[config.mk]
export PLATFORM = sky130hd
export DESIGN_NAME = mem_arbiter
export DESIGN_NICKNAME = d
export VERILOG_FILES = /design/src/rtl/mem_arbiter_pkg.sv /design/src/rtl/mem_arbiter_rr.sv /design/src/rtl/mem_arbiter.sv
export SDC_FILE = /design/constraint.sdc
export NUM_CORES = 1
export LEC_CHECK = 0
export BUFFER_PORTS_ARGS = -buffer_cell sky130_fd_sc_hd__buf_2
export CAP_MARGIN = 20
export CORE_MARGIN = 2
export CORE_UTILIZATION = 40
export CTS_BUF_LIST = sky130_fd_sc_hd__clkbuf_2 sky130_fd_sc_hd__clkbuf_4 sky130_fd_sc_hd__clkbuf_8
export DETAILED_ROUTE_END_ITERATION = 7
export PLACE_DENSITY_LB_ADDON = 0.1
export SLEW_MARGIN = 15
export SYNTH_ARGS = -nofsm -noshare
export SYNTH_HDL_FRONTEND = slang
export SYNTH_SLANG_ARGS = --single-unit
[constraint.sdc]
create_clock -name clk -period 2.6 [get_ports clk]
set_clock_uncertainty 0.15 [all_clocks]
set_input_delay 0.39 -clock clk [delete_from_list [all_inputs] [get_ports clk]]
set_output_delay 0.39 -clock clk [all_outputs]
set_load 0.03 [all_outputs]
[src/rtl/mem_arbiter_pkg.sv]
// rtl/mem_arbiter_pkg.sv - shared FSM state and port encodings for the memory arbiter
package mem_arbiter_pkg;

  typedef enum logic [1:0] {
    IDLE = 2'd0,
    RUN  = 2'd1,
    ACK  = 2'd2
  } state_t;

  localparam logic PORT_A = 1'b0;
  localparam logic PORT_B = 1'b1;

endpackage

[src/rtl/mem_arbiter_rr.sv]
// rtl/mem_arbiter_rr.sv - combinational two-way round-robin pick
module rr_arbiter2
  import mem_arbiter_pkg::*;
(
  input  logic a_req,
  input  logic b_req,
  input  logic last_grant,
  output logic grant_b,
  output logic grant_valid
);

  assign grant_valid = a_req | b_req;
  // On a tie the port that was not served last wins.
  assign grant_b     = b_req & (~a_req | (last_grant == PORT_A));

endmodule

[src/rtl/mem_arbiter.sv]
// rtl/mem_arbiter.sv - shares one single-port memory between fetch (A) and load/store (B)
module mem_arbiter
  import mem_arbiter_pkg::*;
#(
  parameter int ADDR_WIDTH   = 16,
  parameter int DATA_WIDTH   = 16,
  parameter int READ_LATENCY = 1
) (
  input  logic                  clk,
  input  logic                  reset,
  input  logic                  a_req,
  input  logic                  b_req,
  input  logic [ADDR_WIDTH-1:0] a_addr,
  input  logic [ADDR_WIDTH-1:0] b_addr,
  input  logic                  a_we,
  input  logic                  b_we,
  input  logic [DATA_WIDTH-1:0] a_wdata,
  input  logic [DATA_WIDTH-1:0] b_wdata,
  output logic                  a_ack,
  output logic                  b_ack,
  output logic [DATA_WIDTH-1:0] a_rdata,
  output logic [DATA_WIDTH-1:0] b_rdata,
  output logic [ADDR_WIDTH-1:0] mem_address,
  output logic                  mem_enable,
  output logic                  mem_load,
  output logic                  mem_output_en,
  output logic [DATA_WIDTH-1:0] mem_data_in,
  input  logic [DATA_WIDTH-1:0] mem_data_out,
  output logic                  busy
);

  localparam logic [2:0] RL_CNT = 3'(READ_LATENCY);

  state_t state, state_next;
  logic   grant_b, grant_valid;
  logic   grantee, last_grant, lat_we;
  logic   [2:0] cnt;

  logic                  sel_we;
  logic [ADDR_WIDTH-1:0] sel_addr;
  logic [DATA_WIDTH-1:0] sel_wdata;

  rr_arbiter2 u_rr (
    .a_req       (a_req),
    .b_req       (b_req),
    .last_grant  (last_grant),
    .grant_b     (grant_b),
    .grant_valid (grant_valid)
  );

  assign sel_we    = grant_b ? b_we    : a_we;
  assign sel_addr  = grant_b ? b_addr  : a_addr;
  assign sel_wdata = grant_b ? b_wdata : a_wdata;
  assign busy      = (state != IDLE);

  // Strobes and acks decode straight from the state register so reset kills them at once.
  always_comb begin
    state_next    = state;
    mem_enable    = 1'b0;
    mem_load      = 1'b0;
    mem_output_en = 1'b0;
    a_ack         = 1'b0;
    b_ack         = 1'b0;
    case (state)
      IDLE: if (grant_valid) state_next = RUN;
      RUN: begin
        mem_enable    = 1'b1;
        mem_load      = lat_we;
        mem_output_en = ~lat_we;
        if (cnt == 3'd1) state_next = ACK;
      end
      ACK: begin
        a_ack      = (grantee == PORT_A);
        b_ack      = (grantee == PORT_B);
        state_next = IDLE;
      end
      default: state_next = IDLE;
    endcase
  end

  always_ff @(posedge clk or posedge reset) begin
    if (reset) begin
      state       <= IDLE;
      grantee     <= PORT_A;
      last_grant  <= PORT_B;
      lat_we      <= 1'b0;
      cnt         <= 3'd0;
      mem_address <= '0;
      mem_data_in <= '0;
      a_rdata     <= '0;
      b_rdata     <= '0;
    end else begin
      state <= state_next;
      case (state)
        IDLE: if (grant_valid) begin
          grantee     <= grant_b;
          lat_we      <= sel_we;
          mem_address <= sel_addr;
          mem_data_in <= sel_wdata;
          cnt         <= sel_we ? 3'd1 : RL_CNT;
        end
        RUN: begin
          cnt <= cnt - 3'd1;
          if (cnt == 3'd1) begin
            mem_address <= '0;
            mem_data_in <= '0;
            if (!lat_we) begin
              if (grantee == PORT_B) b_rdata <= mem_data_out;
              else                   a_rdata <= mem_data_out;
            end
          end
        end
        ACK: last_grant <= grantee;
        default: ;
      endcase
    end
  end

endmodule

==> flow_metrics.tcl, run 1 <==
set metrics [dict create \
    fin_tns_setup_ns 0 \
    chipWidth_um 91.99 \
    cp_slowest_cell "dfrtp_1" \
    grt_pass1_wl_um 11270 \
    end_kind "output port" \
    maxSlewViolCount 0 \
    setup_viol 0 \
    die_h_um 91.99 \
    place.gp.congestion 0.7525 \
    rr_endpoint "b_rdata[9]$_DFFE_PP0P_" \
    wl_per_cell_um 14.45 \
    grt_util_all_layers_pct 17.06 \
    async_reset_ff_share_pct 100.0 \
    clockBufferDepth 2 \
    final_util_pct 55.59 \
    p_switching_mw 2.480 \
    yosysSeqAreaShare_pct 58.22 \
    syn2layout_area_growth_pct 36.57 \
    p_per_area_nw_per_um2 1332 \
    path_buf_inv 2 \
    synth.avg_cell_area_um2 14.21 \
    rows 32 \
    wirelength_um 7008 \
    drtPass1Iterations 4 \
    crit_path_max_incr_delay_ns 0.43 \
    final_cell_mix "buf_2, dfrtp_1, mux2_2" \
    cts_tree "done" \
    required_ns 2.06 \
    rsz0062_at_grt "false" \
    layout_setup_ws_ns 0.5363 \
    antenna_cells 0 \
    ys_ff_latch 72 \
    outcome "finished clean" \
    critPathTopFamily "flip-flops" \
    r2r-start "cnt[1]$_DFFE_PP0P_" \
    vias_per_cell 4.827 \
    worstRegToRegCells 5 \
    holdBufCountCts 1 \
    dp_hpwl_um 5069 \
    cp-start-kind "register" \
    reg2reg_slack_ns 0.64 \
    power_frac_seq_pct 34.3 \
    tightestPinTransition_ns 0.5318 \
    synth_cells 218 \
    cts_max_level 3 \
    portBuffers 155 \
    start_util_pct 40.71 \
    gr-total-overflow 0 \
    crit_fanout 6 \
    power.share.clock_pct 16.5 \
    ir_drop_v 0.0006909 \
    final_cells 485 \
    cts_resized 0 \
    whs_ns 0.1423 \
    synth_nets 306 \
    dpl.cell_count 468 \
    whs_path_depth 2 \
    drtIter0Drc 85 \
    netlist_area_um2 3097 \
    min_to "b_rdata[15]$_DFFE_PP0P_" \
    io_pins 156 \
    path_class "reg2out" \
    period_needed_ns 2.064 \
    detail_route.drc_violations 0 \
    max_slew_margin_pct 64.50 \
    max_cap_viol_count 0 \
    grt_antenna_before_repair 0 \
    clkTransAtPathRegs_ns 0.08 \
    final-hold-violation-count 0 \
    cts-root-buf "clkbuf_8" \
    cp_data_arrival_time_ns 1.52 \
    nets 467 \
    cts_post_setup_buffers_inserted 0 \
    p_int_mw 3.155 \
    grt_pass1_vias 2253 \
    place_ws_ns 0.5599 \
    combPwrFrac_pct 49.3 \
    dr_total_vias 2341 \
    hold_path_class "in2reg" \
    synthFlopType "dfrtp_1" \
    synth-edff-count 0 \
    ys_warn_count 0 \
    min_from "mem_data_out[15]" \
    cts_buffers 9 \
    core-area_um2 7607 \
    max_freq_mhz 484.6 \
    drive_gt1_share_pct 57.18 \
    die_area_um2 8461 \
    ys_types 29 \
    cts_sinks 72 \
    p_sw_share_pct 44.01 \
    mostFrequentLayoutCell "buf_2" \
    power.leakage_nw 2.154 \
    cp_cell_sequence "nand2b_2, inv_1, and2_1, buf_2" \
    clock_latency_ns 0.33 \
    timing.final.crit_share_pct 79.37 \
    ant_nets 0 \
    grt_max_degree 33 \
]
## per-layer routing
metal  vias up  routed length [um]  GRT usage, %
met3         7                 576         5.834
met4         0                  71         5.597
met1      1117                3216         23.19
li1       1128                   -             -
met5         -                   0             0
met2        89                3143         25.80
## cell families (layout without fill, tap and decap cells)
logic type | after synthesis | count (layout) | synth area share, %
adder cells (fa/ha/maj) | 2 | 2 | 0.8080
flip-flops | 72 | 72 | 58.22
AND/OR/NAND/NOR | 19 | 19 | 4.121
buffers and inverters | 18 | 183 | 2.990
AO/OA/AOI/OAI | 40 | 40 | 10.79
multiplexers | 67 | 67 | 23.07
## cell type report
class,count,area [um^2]
Multi-Input combinational cell,128,1212
Tap cell,102,127.6
Clock buffer,9,123.9
Timing Repair Buffer,163,858.3
Clock inverter,6,85.08
Fill cell,681,3378
Inverter,5,18.77
Sequential cell,72,1803
## per-stage QoR
stage	power (mW)	instance area (um^2)
after floorplan	3.911	3097
after global placement	4.691	3995
after detailed placement	4.717	3995
after CTS	5.674	4214
after global routing	5.974	4229
final	5.635	4229
## how the worst max path moves through the flow
stage / startpoint / to / slack, ns / cells after the start
5_1_grt: state[1]$_DFFE_PP0P_ / mem_load / 0.45 / 4
4_1_cts: state[1]$_DFFE_PP0P_ / mem_load / 0.54 / 4
6_report: state[1]$_DFFE_PP0P_ / mem_load / 0.54 / 4
2_1_floorplan: reset / a_rdata[0]$_DFFE_PP0P_ / 0.24 / 1
3_3_place_gp: cnt[0]$_DFFE_PP0P_ / mem_data_in[4]$_DFFE_PP0P_ / 0.58 / 4
3_5_place_dp: cnt[0]$_DFFE_PP0P_ / mem_data_in[10]$_DFFE_PP0P_ / 0.56 / 4
## Yosys cell counts (2+ instances only)
master / number / area (um^2)
o211ai_1: 2 / 15.01
clkbuf_1: 3 / 11.26
mux2i_1: 32 / 320.3
nand2b_1: 2 / 12.51
nand2_1: 2 / 7.510
dfrtp_1: 71 / 1777
nor2_1: 6 / 22.52
o21ai_0: 2 / 10.01
mux2_2: 34 / 382.9
buf_6: 2 / 22.52
buf_2: 8 / 40.04
o2bb2ai_1: 32 / 280.3
inv_1: 5 / 18.77
ha_1: 2 / 25.02
## state kept, by name, indices dropped and copies added, names as in the netlist
register     count
grantee          1
lat_we           1
cnt              3
state            2
mem_address     16
a_rdata         16
last_grant       1
mem_data_in     16
b_rdata         16
## power groups by stage
| stage | sequential [mW] | combinational (mW) | clock [mW] |
|---|---|---|---|
| floorplan | 2.85 | 1.06 | 0 |
| global placement | 1.95 | 2.74 | 0 |
| detailed placement | 1.94 | 2.78 | 0 |
| CTS | 1.93 | 2.78 | 0.960 |
| global route | 2.00 | 2.96 | 1.01 |
| finish | 1.93 | 2.78 | 0.929 |
## worst reg2reg max path, stage by stage (launching register included)
cell and delay [ns]:
dfrtp_1 0.38, inv_1 0.08, ha_1 0.16, and4bb_2 0.25, nand3b_2 0.39, mux2_2 0.44
No activity file was read; power rests on OpenSTA's default activity.
==> run 2, diff against run 1 <==
Clock period 2.6 ns to 2 ns, I/O delays scaled along.
==> run 2 against run 1 <==
Effect of this change: core utilization is 0.97 points higher; wire length decreased by 0.60%; sequential power is 30% higher; total power increased by 36%; worst hold slack worse by 0.10 ns; setup slack lost 0.39 ns; combinational power rose by 30%; clock power up 64%; flip-flop and latch count unchanged; final cell count stayed put; critical endpoint unchanged; highest routed layer unchanged.
==> flow_metrics.tcl, run 2 (synthesis results as in run 1) <==
set metrics [dict create \
    outcome "finished clean" \
    cts_max_level 3 \
    period_needed_ns 1.857 \
    core-area_um2 7607 \
    clkTransAtPathRegs_ns 0.08 \
    io_pins 156 \
    dr_total_vias 2321 \
    grt_antenna_before_repair 0 \
    setup_viol 0 \
    drive_gt1_share_pct 57.18 \
    power_mw 7.647 \
    ant_nets 0 \
    grt_max_degree 48 \
    syn2layout_area_growth_pct 38.95 \
    grt_util_all_layers_pct 17.49 \
    gr-total-overflow 0 \
    setup.worst_path.start "state[1]$_DFFE_PP0P_" \
    cp-start-kind "register" \
    wl_per_cell_um 14.36 \
    final-hold-violation-count 0 \
    chipWidth_um 91.99 \
    required_ns 1.55 \
    fill_cells 651 \
    cp_data_arrival_time_ns 1.41 \
    drtIter0Drc 61 \
    rsz0062_at_grt "false" \
    register_area_um2 1803 \
    timing.final.crit_share_pct 92.86 \
    grt_pass1_vias 2279 \
    cts_tree "done" \
    dp_hpwl_um 5046 \
    max_freq_mhz 538.5 \
    clock_latency_ns 0.34 \
    power.leakage_nw 2.196 \
    clockBufferDepth 2 \
    final_util_pct 56.56 \
    maxSlewViolCount 0 \
    portBuffers 155 \
    die_area_um2 8461 \
    drtPass1Iterations 4 \
    cts_buffers 9 \
    rows 32 \
    cts-root-buf "clkbuf_8" \
    max_cap_viol_count 0 \
    multiInputGateArea_um2 1226 \
    cts_sinks 72 \
    max_slew_margin_pct 60.49 \
    min_from "mem_data_out[11]" \
    tightestPinTransition_ns 0.5926 \
    final_cell_mix "buf_2, dfrtp_1, mux2_2" \
    fin_tns_setup_ns 0 \
    ir_drop_v 0.0009290 \
    end_kind "output port" \
    place.gp.congestion 0.7559 \
    vias_per_cell 4.786 \
    wirelength_um 6966 \
    start_util_pct 40.71 \
    detail_route.drc_violations 0 \
    p_per_area_nw_per_um2 1777 \
    hold_path_class "in2reg" \
    nets 466 \
    crit_fanout 6 \
    grt_pass1_wl_um 11470 \
    path_class "reg2out" \
    antenna_cells 0 \
    mostFrequentLayoutCell "buf_2" \
    r2r-start "state[0]$_DFFE_PP0P_" \
    die_h_um 91.99 \
]
## run 2: changes by cell type in the layout (fill, tap and decap cells not counted), sizes merged
cell | previous run | this run
buf | 162 | 161
clkinv | 2 | 1
clkbuf | 9 | 11
bufinv | 2 | 4
inv | 5 | 4
clkinvlp | 2 | 1
## run 2: layout make-up
type	instances	share of cell area, %
Sequential cell	72	41.90
Clock inverter	5	2.995
Inverter	5	0.5234
Timing Repair Buffer	162	19.89
Multi-Input combinational cell	128	28.50
Clock buffer	11	3.228
Tap cell	102	2.966
## run 2: what timing repair did
item                                    in CTS  in global routing
hold buffers                                 1                  0
gates resized for setup                      0                  2
endpoints found under the hold margin       24                  0
endpoints found under the setup margin       0                 16
setup buffers                                0                  0
## run 2: through the flow
step / cell area (um^2) / instances / worst slack, ns / hold slack, ns
floorplan: 3100 / 218 / 0.1868 / 0.2847
global placement: 4011 / 468 / 0.1456 / 0.2463
detailed placement: 4011 / 468 / 0.1009 / 0.2550
CTS: 4289 / 485 / 0.05551 / 0.02700
global route: 4303 / 485 / 0.04750 / 0.02278
finish: 4303 / 485 / 0.1428 / 0.03998
## run 2: metal layers
layer	share of wire [%]	global-route usage, %
met2	48	26.29
met3	7.5	5.670
met1	43	23.63
met5	0	0
met4	1.2	6.716
## run 2: worst max-delay path: stages (launching register included)
cell and delay (ns):
dfrtp_1 0.43, nand2b_4 0.20, inv_1 0.12, and2_1 0.13
buf_2 0.19
## run 2: final timing paths
path	to	slack, ns	cells after the start
max	mem_load	0.14	4
min	a_rdata[11]$_DFFE_PP0P_	0.04	2
max reg2reg	mem_data_in[13]$_DFFE_PP0P_	0.22	4
min reg2reg	mem_address[11]$_DFFE_PP0P_	0.34	1
max in group asynchronous	mem_data_in[11]$_DFFE_PP0P_	0.75	4
min in group asynchronous	mem_data_in[5]$_DFFE_PP0P_	0.43	4
## run 2: report_power, final
group	internal (mW)	total, mW	leakage, nW	switching (mW)
registers	2.14	2.51	0.885	0.371
logic	1.28	3.62	1.18	2.34
clock network	0.986	1.52	0.135	0.531
==> run 3, diff against run 2 <==
Settings changed: CORE_UTILIZATION 40 to 41, CTS_BUF_LIST sky130_fd_sc_hd__clkbuf_2 sky130_fd_sc_hd__clkbuf_4 sky130_fd_sc_hd__clkbuf_8 to sky130_fd_sc_hd__clkbuf_16.
Clock period 2 ns to 1.5 ns, I/O delays scaled along.
==> run 3 against run 2 <==
Effect of this change: the flow now finishes with violations (negative setup slack); flip-flop and latch count stayed put; register-to-register slack worse by 0.43 ns; combinational power is 91% higher; critical path depth stayed put; sequential power is 37% higher.
==> flow_metrics.tcl, run 3 (synthesis results as in run 1) <==
set metrics [dict create \
    p_per_area_nw_per_um2 2409 \
    max_slew_margin_pct 75.18 \
    rsz0062_at_grt "true" \
    fin_tns_setup_ns -12.08 \
    timing.final.crit_share_pct 114.6 \
    gr-total-overflow 0 \
    cts_tree "done" \
    power.leakage_nw 2.600 \
    ir_drop_v 0.001422 \
    drtPass1Iterations 2 \
    maxSlewViolCount 0 \
    tightestPinTransition_ns 0.3723 \
    ant_nets 0 \
    multiInputGateArea_um2 1560 \
    max_freq_mhz 581.8 \
    chipWidth_um 90.91 \
    place.gp.congestion 0.7787 \
    dpl.cell_count 479 \
    power_mw 12.57 \
    worstRegToRegCells 7 \
    wirelength_um 8456 \
    cp_data_arrival_time_ns 1.34 \
    fill_cells 554 \
    cts_max_level 3 \
    register_area_um2 1804 \
    final_cell_mix "buf_2, dfrtp_1, mux2i_1" \
    cp-start-kind "register" \
    cts-root-buf "clkbuf_16" \
    cts_buffers 9 \
    period_needed_ns 1.719 \
    mostFrequentLayoutCell "buf_2" \
    setup_viol 76 \
    required_ns 1.12 \
    syn2layout_area_growth_pct 68.57 \
    layout_setup_ws_ns -0.2188 \
    hold_path_class "in2reg" \
    grt_max_degree 73 \
    core-area_um2 7292 \
    use_met3_pct 4.758 \
    path_class "reg2out" \
    whs_path_depth 2 \
    final_cells 522 \
    grt_util_all_layers_pct 19.07 \
    final_area_um2 5220 \
    clkTransAtPathRegs_ns 0.05 \
    outcome "finished, violations left" \
    vias_per_cell 4.847 \
    busiest_layer "met2" \
    dp_hpwl_um 5241 \
    max_cap_viol_count 0 \
    use_met2_pct 32.46 \
    cts_sinks 72 \
    final-hold-violation-count 0 \
    end_kind "output port" \
    start_util_pct 42.47 \
    final_util_pct 71.59 \
    nets 507 \
    grt_pass1_wl_um 12590 \
    gr-usage-met1_pct 23.91 \
    rows 31 \
    die_h_um 90.91 \
    violations "negative setup slack" \
    io_pins 156 \
    drtIter0Drc 30 \
    detail_route.drc_violations 0 \
    die_area_um2 8264 \
    clock_latency_ns 0.32 \
    grt_pass1_vias 2548 \
    place_area_um2 4189 \
    crit_fanout 3 \
    clockBufferDepth 2 \
    dr_total_vias 2530 \
    antenna_cells 0 \
    grt_antenna_before_repair 0 \
    drive_gt1_share_pct 68.79 \
    wl_per_cell_um 16.20 \
    portBuffers 155 \
]
## run 3: final cells by class
type                    instances  area share, %
well taps                      99          2.373
repair buffers                203          26.73
flip-flops and latches         72          34.56
clock inverters                 6          1.654
multi-input cells             128          29.89
inverters                       5         0.4794
clock buffers                   9          4.314
## run 3: worst paths after layout
check / to / slack [ns] / from
min reg2reg: mem_data_in[0]$_DFFE_PP0P_ / 0.33 / mem_data_in[0]$_DFFE_PP0P_
max in group asynchronous: last_grant$_DFFE_PP1N_ / 0.46 / reset
min in group asynchronous: mem_data_in[8]$_DFFE_PP0P_ / 0.43 / reset
max reg2reg: a_rdata[14]$_DFFE_PP0P_ / -0.21 / cnt[1]$_DFFE_PP0P_
min: a_rdata[5]$_DFFE_PP0P_ / 0.006 / mem_data_out[5]
max: busy / -0.22 / state[1]$_DFFE_PP0P_
## run 3: worst max-delay path, cell delays in order, from the launching register on
cell and delay [ns]:
dfrtp_1 0.41, buf_6 0.13, or2_4 0.23, buf_6 0.12, buf_6 0.13
## run 3: where the power goes
part	switching (mW)	internal, mW
registers	0.588	2.87
logic	3.84	3.09
clock network	0.751	1.44
total	5.18	7.40
## run 3: per-stage QoR
step / hold slack [ns] / setup WS [ns]
2_1_floorplan: 0.2097 / -0.2935
3_3_place_gp: 0.2078 / -0.2209
3_5_place_dp: 0.2076 / -0.2473
4_1_cts: 0.0001487 / -0.2350
5_1_grt: 0.006417 / -0.2678
6_report: 0.006356 / -0.2188
## run 3: per-layer routing
layer | wire length (um) | up-vias
met3 | 578 | 8
met2 | 4254 | 95
met4 | 75 | 0
met1 | 3548 | 1212
li1 | - | 1215
met5 | 0 | -
## run 3: repair_timing
action | 4_1_cts | 5_1_grt
pin swaps | 3 | 8
hold buffers | 8 | 1
setup endpoints to repair | 73 | 77
resized for setup | 53 | 42
endpoints found under the hold margin | 82 | 1
gates cloned | 1 | 4
setup buffers | 12 | 4
